[config.mk]
export PLATFORM = sky130hd
export DESIGN_NAME = ptp_pulse_capture
export DESIGN_NICKNAME = d
export VERILOG_FILES = /design/src/rtl/ptp_pkg.sv /design/src/rtl/ptp_capture_fifo.sv /design/src/rtl/ptp_pulse_capture.sv
export SDC_FILE = /design/constraint.sdc
export NUM_CORES = 1
export LEC_CHECK = 0
export BUFFER_PORTS_ARGS = -buffer_cell sky130_fd_sc_hd__buf_2
export CAP_MARGIN = 40
export CORE_MARGIN = 2
export CORE_UTILIZATION = 40
export DETAILED_ROUTE_END_ITERATION = 10
export SYNTH_ARGS = -nofsm -noshare
export SYNTH_HDL_FRONTEND = slang
export SYNTH_SLANG_ARGS = --single-unit
[constraint.sdc]
create_clock -name clk -period 7.83 [get_ports clk]
set_input_delay 0.3915 -clock clk [delete_from_list [all_inputs] [get_ports clk]]
set_output_delay 0.3915 -clock clk [all_outputs]
set_load 0.01 [all_outputs]
[src/rtl/ptp_pkg.sv]
// Shared PTP time-of-day definitions: 96-bit ToD layout and helpers.
package ptp_pkg;

  localparam int unsigned NS_PER_S = 1_000_000_000;

  // ToD layout: [95:48] seconds, [47:46] reserved zero, [45:16] ns, [15:0] fractional ns
  localparam int unsigned TS_W   = 96;
  localparam int unsigned S_MSB  = 95;
  localparam int unsigned S_LSB  = 48;
  localparam int unsigned NS_MSB = 45;
  localparam int unsigned NS_LSB = 16;
  localparam int unsigned FNS_W  = 16;
  localparam int unsigned S_W    = S_MSB - S_LSB + 1;
  localparam int unsigned NS_W   = NS_MSB - NS_LSB + 1;

  typedef logic [TS_W-1:0]  ts96_t;
  typedef logic [S_W-1:0]   tod_s_t;
  typedef logic [NS_W-1:0]  tod_ns_t;
  typedef logic [FNS_W-1:0] tod_fns_t;

  // One captured event as stored in the event FIFO
  typedef struct packed {
    logic  rise;
    ts96_t ts;
  } ts_event_t;

  // Assemble a ToD word with the reserved bits forced to zero
  function automatic ts96_t ts96_pack(tod_s_t s, tod_ns_t ns, tod_fns_t fns);
    return {s, 2'b00, ns, fns};
  endfunction

endpackage

[src/rtl/ptp_capture_fifo.sv]
// Synchronous first-word-fall-through FIFO for captured PTP events.
module ptp_capture_fifo #(
  parameter int unsigned DEPTH = 4,
  parameter int unsigned WIDTH = 97
) (
  input  logic             clk,
  input  logic             rst,
  input  logic             flush,
  input  logic             push,
  input  logic [WIDTH-1:0] wdata,
  input  logic             pop,
  output logic [WIDTH-1:0] rdata,
  output logic             full,
  output logic             empty
);

  localparam int unsigned AW        = (DEPTH > 1) ? $clog2(DEPTH) : 1;
  localparam logic [AW:0] DEPTH_CNT = (AW + 1)'(DEPTH);
  localparam logic [AW-1:0] PTR_ONE = AW'(1);
  localparam logic [AW:0] CNT_ONE   = (AW + 1)'(1);

  logic [WIDTH-1:0] mem_q [DEPTH];
  logic [AW-1:0]    wr_ptr_q, rd_ptr_q;
  logic [AW:0]      count_q;
  logic             do_wr, do_rd;

  assign full  = (count_q == DEPTH_CNT);
  assign empty = (count_q == '0);
  assign do_rd = pop & ~empty;
  // A pop in the same cycle frees the slot, so a write into a full FIFO is still accepted
  assign do_wr = push & (~full | do_rd);

  // Head entry is presented only while valid so idle outputs read as zero
  assign rdata = empty ? '0 : mem_q[rd_ptr_q];

  // Pointer and occupancy tracking; flush empties the FIFO in one cycle
  always_ff @(posedge clk or posedge rst) begin
    if (rst) begin
      wr_ptr_q <= '0;
      rd_ptr_q <= '0;
      count_q  <= '0;
    end else if (flush) begin
      wr_ptr_q <= '0;
      rd_ptr_q <= '0;
      count_q  <= '0;
    end else begin
      if (do_wr) wr_ptr_q <= wr_ptr_q + PTR_ONE;
      if (do_rd) rd_ptr_q <= rd_ptr_q + PTR_ONE;
      case ({do_wr, do_rd})
        2'b10:   count_q <= count_q + CNT_ONE;
        2'b01:   count_q <= count_q - CNT_ONE;
        default: count_q <= count_q;
      endcase
    end
  end

  // Storage array; contents are don't-care until written
  always_ff @(posedge clk) begin
    if (do_wr && !flush) mem_q[wr_ptr_q] <= wdata;
  end

endmodule

[src/rtl/ptp_pulse_capture.sv]
// Timestamps edges of an external pulse against the local PTP ToD, compensates the
// synchronizer/detect latency and buffers events on a valid/ready stream.
module ptp_pulse_capture
  import ptp_pkg::*;
#(
  parameter int unsigned FNS_ENABLE  = 1,
  parameter int unsigned SYNC_STAGES = 2,
  parameter logic [29:0] COMP_NS     = 30'd24,
  parameter int unsigned FIFO_DEPTH  = 4
) (
  input  logic        clk,
  input  logic        rst,
  input  logic [95:0] input_ts_96,
  input  logic        input_ts_step,
  input  logic        pulse_in,
  input  logic        enable,
  input  logic [1:0]  edge_sel,
  input  logic        clear,
  output logic [95:0] m_axis_ts_tdata,
  output logic        m_axis_ts_tuser,
  output logic        m_axis_ts_tvalid,
  input  logic        m_axis_ts_tready,
  output logic        overflow,
  output logic        error,
  output logic [15:0] drop_count
);

  localparam int unsigned LAST    = SYNC_STAGES - 1;
  localparam tod_ns_t     NS_WRAP = tod_ns_t'(NS_PER_S);

  logic [SYNC_STAGES-1:0] sync_q;
  logic                   prev_q;
  logic                   lvl, det;

  logic     s1_valid_q, s1_rise_q;
  tod_s_t   s1_s_q;
  tod_ns_t  s1_ns_q;
  tod_fns_t s1_fns_q;

  logic    borrow;
  tod_ns_t ns_sub, comp_ns;
  tod_s_t  comp_s;

  logic  s2_valid_q, s2_rise_q;
  ts96_t s2_ts_q;

  logic        push, pop, drop, fifo_full, fifo_empty;
  ts_event_t   push_ev, head_ev;
  logic        overflow_q, error_q;
  logic [15:0] drop_count_q;
  logic        unused_ts_bits;

  // Reserved ToD bits are regenerated as zero on output
  assign unused_ts_bits = ^input_ts_96[47:46];

  // Synchronize pulse_in and keep the previous synchronized level for edge detection
  always_ff @(posedge clk or posedge rst) begin
    if (rst) begin
      sync_q <= '0;
      prev_q <= 1'b0;
    end else begin
      sync_q <= {sync_q[SYNC_STAGES-2:0], pulse_in};
      prev_q <= sync_q[LAST];
    end
  end

  assign lvl = sync_q[LAST];
  assign det = enable & ((lvl & ~prev_q & edge_sel[0]) | (~lvl & prev_q & edge_sel[1]));

  // Stage 1: latch ToD and edge type in the detect cycle
  always_ff @(posedge clk or posedge rst) begin
    if (rst) begin
      s1_valid_q <= 1'b0;
      s1_rise_q  <= 1'b0;
      s1_s_q     <= '0;
      s1_ns_q    <= '0;
      s1_fns_q   <= '0;
    end else begin
      s1_valid_q <= det & ~input_ts_step & ~clear;
      if (det) begin
        s1_rise_q <= lvl;
        s1_s_q    <= input_ts_96[S_MSB:S_LSB];
        s1_ns_q   <= input_ts_96[NS_MSB:NS_LSB];
        s1_fns_q  <= (FNS_ENABLE != 0) ? input_ts_96[FNS_W-1:0] : '0;
      end
    end
  end

  // Latency compensation; a borrow wraps ns into the previous second
  assign borrow  = (s1_ns_q < COMP_NS);
  assign ns_sub  = s1_ns_q - COMP_NS;
  assign comp_ns = borrow ? ns_sub + NS_WRAP : ns_sub;
  assign comp_s  = borrow ? s1_s_q - tod_s_t'(1) : s1_s_q;

  // Stage 2: hold the compensated timestamp ready for the FIFO push
  always_ff @(posedge clk or posedge rst) begin
    if (rst) begin
      s2_valid_q <= 1'b0;
      s2_rise_q  <= 1'b0;
      s2_ts_q    <= '0;
    end else begin
      s2_valid_q <= s1_valid_q & ~input_ts_step & ~clear;
      if (s1_valid_q) begin
        s2_rise_q <= s1_rise_q;
        s2_ts_q   <= ts96_pack(comp_s, comp_ns, s1_fns_q);
      end
    end
  end

  // Stage 3: push into the FIFO unless a ToD step or clear voids the event
  assign push    = s2_valid_q & ~input_ts_step & ~clear;
  assign pop     = m_axis_ts_tvalid & m_axis_ts_tready;
  assign drop    = push & fifo_full & ~pop;
  assign push_ev = '{rise: s2_rise_q, ts: s2_ts_q};

  ptp_capture_fifo #(
    .DEPTH (FIFO_DEPTH),
    .WIDTH ($bits(ts_event_t))
  ) u_fifo (
    .clk   (clk),
    .rst   (rst),
    .flush (clear),
    .push  (push),
    .wdata (push_ev),
    .pop   (pop),
    .rdata (head_ev),
    .full  (fifo_full),
    .empty (fifo_empty)
  );

  assign m_axis_ts_tvalid = ~fifo_empty;
  assign m_axis_ts_tdata  = head_ev.ts;
  assign m_axis_ts_tuser  = head_ev.rise;

  // Sticky status and saturating drop counter
  always_ff @(posedge clk or posedge rst) begin
    if (rst) begin
      overflow_q   <= 1'b0;
      error_q      <= 1'b0;
      drop_count_q <= '0;
    end else if (clear) begin
      overflow_q   <= 1'b0;
      error_q      <= 1'b0;
      drop_count_q <= '0;
    end else begin
      if (drop) begin
        overflow_q <= 1'b1;
        if (drop_count_q != 16'hFFFF) drop_count_q <= drop_count_q + 16'd1;
      end
      if (input_ts_step & (det | s1_valid_q | s2_valid_q)) error_q <= 1'b1;
    end
  end

  assign overflow   = overflow_q;
  assign error      = error_q;
  assign drop_count = drop_count_q;

endmodule

==> summary.txt, run 1 <==
Endpoint of the worst register-to-register path -> s2_ts_q[81]
H-Tree Depth -> 2
Count of synthesis-stage warnings from yosys -> 0
Count of antenna-violating nets left after detailed routing -> 0
Total routed wirelength -> 56400 um
Congestion Overflow GR -> 0
Worst hold-check path type -> in -> reg
Synthesized-area fraction occupied by adder cells -> 0.487%
DRC violation total after the first TritonRoute iteration -> 972
Int Power -> 0.00647 W
Setup_tns -> 0 ps
Syn Area/Cell -> 16.3 um^2
Vertical die dimension -> 252 um
Number of gates resized after CTS -> 0
Launch instance of the worst min-delay path -> input_ts_96[21]
Minimum clock period after layout -> 3780 ps
CP Data Required Time -> 8370 ps
Quantity of I/O buffers inserted on ports -> 216
Final hold violation count -> 0
Switching power as a share of total power -> 26.9%
Area grow syn2layout -> 19.8%
Biggest fanout along the worst timing path -> 18
Library cells used by synthesis -> 66
Hold_ws -> 23.5 ps
Instance count of the mapped netlist -> 1518
Number of rows in the core area -> 91
Slew HR -> 38.1%
HPWL after detailed placement -> 34300 um
Final Max Tran Viols -> 0
Power spent charging and discharging nets -> 0.00239 W
CTS sink count -> 600
Critical path launch point type -> register
Clock Power Share -> 33.8%
Layout cell share with drive strength beyond 1 -> 32.3%
Actual transition at the worst max-transition pin -> 914 ps
1st-pass router iterations -> 5
Post-place instance area -> 26800 um^2
RSZ-0062 raised after global routing -> no
Max-cap violations -> 0
Power per standard cell area -> 300 nW/um^2
Hold Crit Endpoint -> s1_ns_q[5]
FF-to-FF setup slack -> 4050 ps
Timing startpoint of the critical path -> s1_ns_q[5]
Core area -> 61400 um^2
Wire length per cell after detailed routing -> 21.3 um
Num CTS Buffers -> 61
Fraction of the yosys area taken by sequential cells -> 68.6%
Cell depth of the worst flop-to-flop path -> 5
CTS clk-pin slew, worst paths -> 60 ps
Async S/R FF share, synth -> 36.7%
Number of setup violations in the final report -> 0
Global Route Usage Sum -> 17.8%
Overall power consumption -> 0.00886 W
Largest family of logic cells by synthesized area -> multiplexers
Clock Path Buffers -> 3
Static leakage -> 10.8 nW
Post-Synth Simple-Gate Area -> 9.38%
Floorplan die area -> 63700 um^2
Final non-filler cell area -> 29600 um^2
Synth Register Bits -> 600
Critical R2R Launch -> s1_ns_q[5]
Ant. Diodes -> 0
Largest net degree at the start of global routing -> 96
Net count, final -> 1924
Fraction of synthesized area in multiplexers -> 14.5%
Detailed-route via count -> 14200
Clock tree from TritonCTS -> done
Initial cell density of the core -> 40.2%
Synth Area in XOR/XNOR -> 1.60%
WS Path Type -> reg -> reg
Detail-routed via count per cell -> 5.35
Setup crit end kind -> register
Ys flop type -> edfxtp_1
Count of flip-flops with a built-in enable after synthesis -> 380
Hold Crit Depth -> 2
Clock latency of the later-clocked register in the worst-skew pair -> 620 ps
Critical path arrival -> 4320 ps
Number of placed I/O pins -> 221
Number of global-route vias before repair -> 14400
Top library cells by usage in the layout, fill and taps aside -> 380 x edfxtp_1, 217 x dfrtp_1, 216 x buf_2
Maximum ir drop on the vdd rail -> 0.000177 V
Die Span X -> 252 um
Placer congestion estimate -> 0.764
Global-route wire length before repair -> 86100 um
Skew final -> 23.4 ps
Relative contribution of combinational cells to total power -> 18.2%
Period utilization -> 48.3%
Drt drc -> 0
Cell area after synthesis -> 24700 um^2
Share of total power in sequential cells -> 48.1%
Status -> finished, final reports clean
Initial antenna violation count -> 0
Clk root buf -> clkbuf_16
Compound-gate portion of the synthesized area -> 3.76%
Most common cell after layout, fill and taps aside -> edfxtp_1
Timing-limited maximum frequency -> 0.264 GHz
worst max-delay path by stage:
stage	end	slack (ps)	cells after the start
3_5_place_dp	u_fifo.mem_q[2][58]	4020	5
6_report	s2_ts_q[81]	4050	5
4_1_cts	m_axis_ts_tdata[70]	3990	4
2_1_floorplan	drop_count[0]	1420	1
3_3_place_gp	u_fifo.mem_q[0][31]	4080	5
5_1_grt	s2_ts_q[81]	3830	5
synthesized netlist by cell type (5+ instances only):
| cell type | number | area share (%) |
|---|---|---|
| a21o_1 | 5 | 0.15 |
| a21oi_1 | 40 | 0.81 |
| a31o_2 | 7 | 0.25 |
| a31oi_1 | 31 | 0.79 |
| and2_1 | 101 | 2.6 |
| and3_1 | 6 | 0.15 |
| buf_1 | 14 | 0.21 |
| clkbuf_1 | 61 | 0.93 |
| dfrtp_1 | 220 | 22 |
| edfxtp_1 | 380 | 46 |
| ha_1 | 8 | 0.41 |
| inv_1 | 9 | 0.14 |
| mux2_2 | 124 | 5.7 |
| mux2i_1 | 5 | 0.20 |
| mux4_2 | 95 | 8.7 |
| nand2_1 | 30 | 0.46 |
| nand2b_1 | 5 | 0.13 |
| nand3_1 | 15 | 0.30 |
| nand3b_1 | 5 | 0.15 |
| nand4_1 | 12 | 0.30 |
| nor2_1 | 91 | 1.4 |
| nor2b_1 | 11 | 0.28 |
| nor3_1 | 19 | 0.39 |
| nor4_1 | 27 | 0.68 |
| nor4b_1 | 5 | 0.18 |
| o211ai_1 | 5 | 0.15 |
| o21ai_0 | 9 | 0.18 |
| o2bb2ai_1 | 5 | 0.18 |
| o31ai_1 | 18 | 0.55 |
| or2_2 | 9 | 0.23 |
| or3_1 | 18 | 0.46 |
| or4_1 | 25 | 0.76 |
| xnor2_1 | 34 | 1.2 |
| xor2_1 | 11 | 0.39 |
worst max-delay path, stage by stage (launching register included):
cell and delay, ps:
dfrtp_1 440, nor4_2 720, nand3_1 750, or3_1 870
or4_2 740, a31oi_1 180
logic make-up (layout without fill, tap and decap cells):
kind of cell	count (synthesis)	in the layout
other cells	1	2
simple gates	404	404
flops	600	600
compound gates	141	141
mux	224	224
fa+ha+maj	9	9
xor+xnor	45	45
buf+inv	94	437
what timing repair did:
action | 4_1_cts | 5_1_grt
endpoints found under the hold margin | 160 | 0
hold buffers | 67 | 0
setup buffers | 0 | 0
per-stage QoR:
stage / worst slack [ps] / instances / util, %
floorplan: 1420 / 1519 / -
finish: 4050 / 2652 / 48.2
CTS: 3990 / 2652 / 48.2
detailed placement: 4020 / 2470 / 43.6
global placement: 4080 / 2463 / 43.3
global route: 3830 / 2652 / 48.2
flip-flops by register name, indices dropped and copies added, names as in the netlist, 2 cells and up:
signal,flops
drop_count,16
s1_fns_q,16
s1_ns_q,30
s1_s_q,48
s2_ts_q,94
sync_q,2
u_fifo.count_q,3
u_fifo.mem_q,380
u_fifo.rd_ptr_q,2
u_fifo.wr_ptr_q,2
final cells by class:
class / instances / area [um^2]
Fill cell: 5278 / 31800
Sequential cell: 600 / 16900
Multi-Input combinational cell: 825 / 7380
Tap cell: 790 / 988
Clock inverter: 22 / 275
Inverter: 10 / 45.0
Clock buffer: 93 / 1830
Timing Repair Buffer: 312 / 2110
metal layers:
metal  GRT usage, %  up-vias  share of wire (%)  wire [um]
li1               -     6455                  -          -
met1           23.9     7373                 44      24800
met2           30.4      278                 50      28200
met3           2.85       75                3.8       2170
met4           4.63        0                2.2       1250
met5              0        -                  0          0
power by group through the flow:
stage | Sequential [W] | Clock (W) | Combinational, W
floorplan | 0.00413 | 0 | 0.00113
global placement | 0.00429 | 0 | 0.00160
detailed placement | 0.00432 | 0 | 0.00162
CTS | 0.00427 | 0.00306 | 0.00166
global route | 0.00433 | 0.00318 | 0.00178
finish | 0.00426 | 0.00299 | 0.00161
No activity file was read; power rests on OpenSTA's default activity.
==> run 2: changes to the inputs <==
- clock period: 7.83 -> 3.7 ns (I/O delays scaled with it)
==> run 2 against run 1 <==
Compared with the run above: sequential power up 110%; via count up 1.1%; count of clock-buffer cells in the layout up 3; routed wire length up 0.89%; critical path depth up 1; largest cell class unchanged; non-clock buffer count up 41; flip-flop and latch count unchanged; die area unchanged; largest power group unchanged; total power up 110%; setup slack worse by 3500 ps.
==> summary.txt, run 2 (synthesis gave the netlist of run 1 again) <==
Count of antenna-violating nets left after detailed routing -> 0 (unchanged)
Critical path launch point type -> register (unchanged)
Post-place instance area -> 26900 um^2 (was 26800 um^2)
Max-cap violations -> 0 (unchanged)
RSZ-0062 raised after global routing -> no (unchanged)
Biggest fanout along the worst timing path -> 28 (was 18)
Global-route wire length before repair -> 87500 um (was 86100 um)
Max FFs per register -> 380 (unchanged)
Area grow syn2layout -> 21.7% (was 19.8%)
Clk root buf -> clkbuf_16 (unchanged)
Number of rows in the core area -> 91 (unchanged)
Setup_tns -> 0 ps (unchanged)
Total routed wirelength -> 56900 um (was 56400 um)
Drt drc -> 0 (unchanged)
Clock Path Buffers -> 3 (unchanged)
Detailed-route via count -> 14300 (was 14200)
Setup crit end kind -> register (unchanged)
Net count, final -> 1971 (was 1924)
Utilization after layout -> 48.9% (was 48.2%)
Clock latency of the later-clocked register in the worst-skew pair -> 590 ps (was 620 ps)
Final Max Tran Viols -> 0 (unchanged)
Status -> finished, final reports clean (unchanged)
Top library cells by usage in the layout, fill and taps aside -> 380 x edfxtp_1, 217 x dfrtp_1, 216 x buf_2 (unchanged)
Core area -> 61400 um^2 (unchanged)
Wire length per cell after detailed routing -> 21.1 um (was 21.3 um)
Overall power consumption -> 0.0190 W (was 0.00886 W)
Most flops, register -> u_fifo.mem_q (unchanged)
Number of setup violations in the final report -> 0 (unchanged)
Clock tree from TritonCTS -> done (unchanged)
Most common cell after layout, fill and taps aside -> edfxtp_1 (unchanged)
Static leakage -> 11.0 nW (was 10.8 nW)
Count of filler cells inserted in the layout -> 5175 (was 5278)
Global Route Usage Sum -> 18.2% (was 17.8%)
Final hold violation count -> 0 (unchanged)
Floorplan die area -> 63700 um^2 (unchanged)
Number of global-route vias before repair -> 14700 (was 14400)
Skew final -> 20.0 ps (was 23.4 ps)
FF+latch area -> 16900 um^2 (unchanged)
Worst path setup slack after routing -> 547 ps (was 4050 ps)
Critical path arrival -> 3650 ps (was 4320 ps)
Period utilization -> 85.2% (was 48.3%)
Number of placed I/O pins -> 221 (unchanged)
Total area of multi-input combinational cells -> 7380 um^2 (unchanged)
1st-pass router iterations -> 5 (unchanged)
Quantity of I/O buffers inserted on ports -> 216 (unchanged)
CTS sink count -> 600 (unchanged)
Placement-stage worst setup slack -> 562 ps (was 4020 ps)
Placer congestion estimate -> 0.767 (was 0.764)
Num CTS Buffers -> 67 (was 61)
Final non-filler cell area -> 30000 um^2 (was 29600 um^2)
Detail-routed via count per cell -> 5.31 (was 5.35)
Congestion Overflow GR -> 0 (unchanged)
H-Tree Depth -> 3 (was 2)
Initial cell density of the core -> 40.2% (unchanged)
Timing-limited maximum frequency -> 0.317 GHz (was 0.264 GHz)
Power per standard cell area -> 632 nW/um^2 (was 300 nW/um^2)
HPWL after detailed placement -> 35300 um (was 34300 um)
Largest net degree at the start of global routing -> 86 (was 96)
Largest registers -> u_fifo.mem_q x380, s2_ts_q x94, s1_s_q x48 (unchanged)
Die Span X -> 252 um (unchanged)
Slew HR -> 32.6% (was 38.1%)
Ant. Diodes -> 0 (unchanged)
Worst hold-check path type -> in -> reg (unchanged)
CP Data Required Time -> 4200 ps (was 8370 ps)
Maximum ir drop on the vdd rail -> 0.000349 V (was 0.000177 V)
Minimum clock period after layout -> 3150 ps (was 3780 ps)
Actual transition at the worst max-transition pin -> 995 ps (was 914 ps)
Initial antenna violation count -> 0 (unchanged)
CTS clk-pin slew, worst paths -> 60 ps (about the same)
DRC violation total after the first TritonRoute iteration -> 1006 (was 972)
WS Path Type -> reg -> reg (unchanged)
Vertical die dimension -> 252 um (unchanged)
Layout cell share with drive strength beyond 1 -> 32.0% (was 32.3%)
-- run 2: final cells by class --
class	instances	share of cell area (%)
Multi-Input combinational cell	825	24.6
Inverter	10	0.138
Tap cell	790	3.29
Clock buffer	96	6.47
Clock inverter	26	0.717
Timing Repair Buffer	353	8.43
Sequential cell	600	56.4
-- run 2: layer usage --
metal | vias up | global-route usage, % | wire length, um
met2 | 319 | 30.9 | 28600
met3 | 68 | 2.96 | 2620
li1 | 6539 | - | -
met1 | 7418 | 24.2 | 24600
met5 | - | 0 | 0
met4 | 0 | 5.21 | 1090
-- run 2: where the power goes --
group	total, W	internal [W]	switching, W
Combinational	0.00353	0.00180	0.00173
Clock	0.00648	0.00387	0.00261
Sequential	0.00897	0.00814	0.000829
-- run 2: repair_timing --
item                                   CTS  global route
hold buffers                            98             0
setup buffers                            0             0
resized for setup                        0             0
endpoints found under the hold margin  123             0
-- run 2: final timing paths --
path / startpoint / endpoint / slack, ps / depth (start not counted)
max: s1_ns_q[16] / s2_ts_q[81] / 550 / 6
min: enable / s1_valid_q / 60 / 3
max reg2reg: s1_ns_q[16] / s2_ts_q[81] / 550 / 6
min reg2reg: sync_q[0] / sync_q[1] / 360 / 0
max in group asynchronous: rst / s1_s_q[41] / 2440 / 4
min in group asynchronous: rst / s2_ts_q[33] / 300 / 3
-- run 2: worst max-delay path, cell delays in order, from the launching register on --
cell and delay [ps]:
dfrtp_1 420, or4_4 580, nand4bb_1 210, buf_4 260, or3_1 670, or4_2 730, a31oi_1 180
-- run 2: through the flow --
stage               hold slack, ps  instances
floorplan                      216       1519
global placement               346       2479
detailed placement             350       2480
CTS                           25.9       2700
global route                  56.1       2700
finish                        57.3       2700
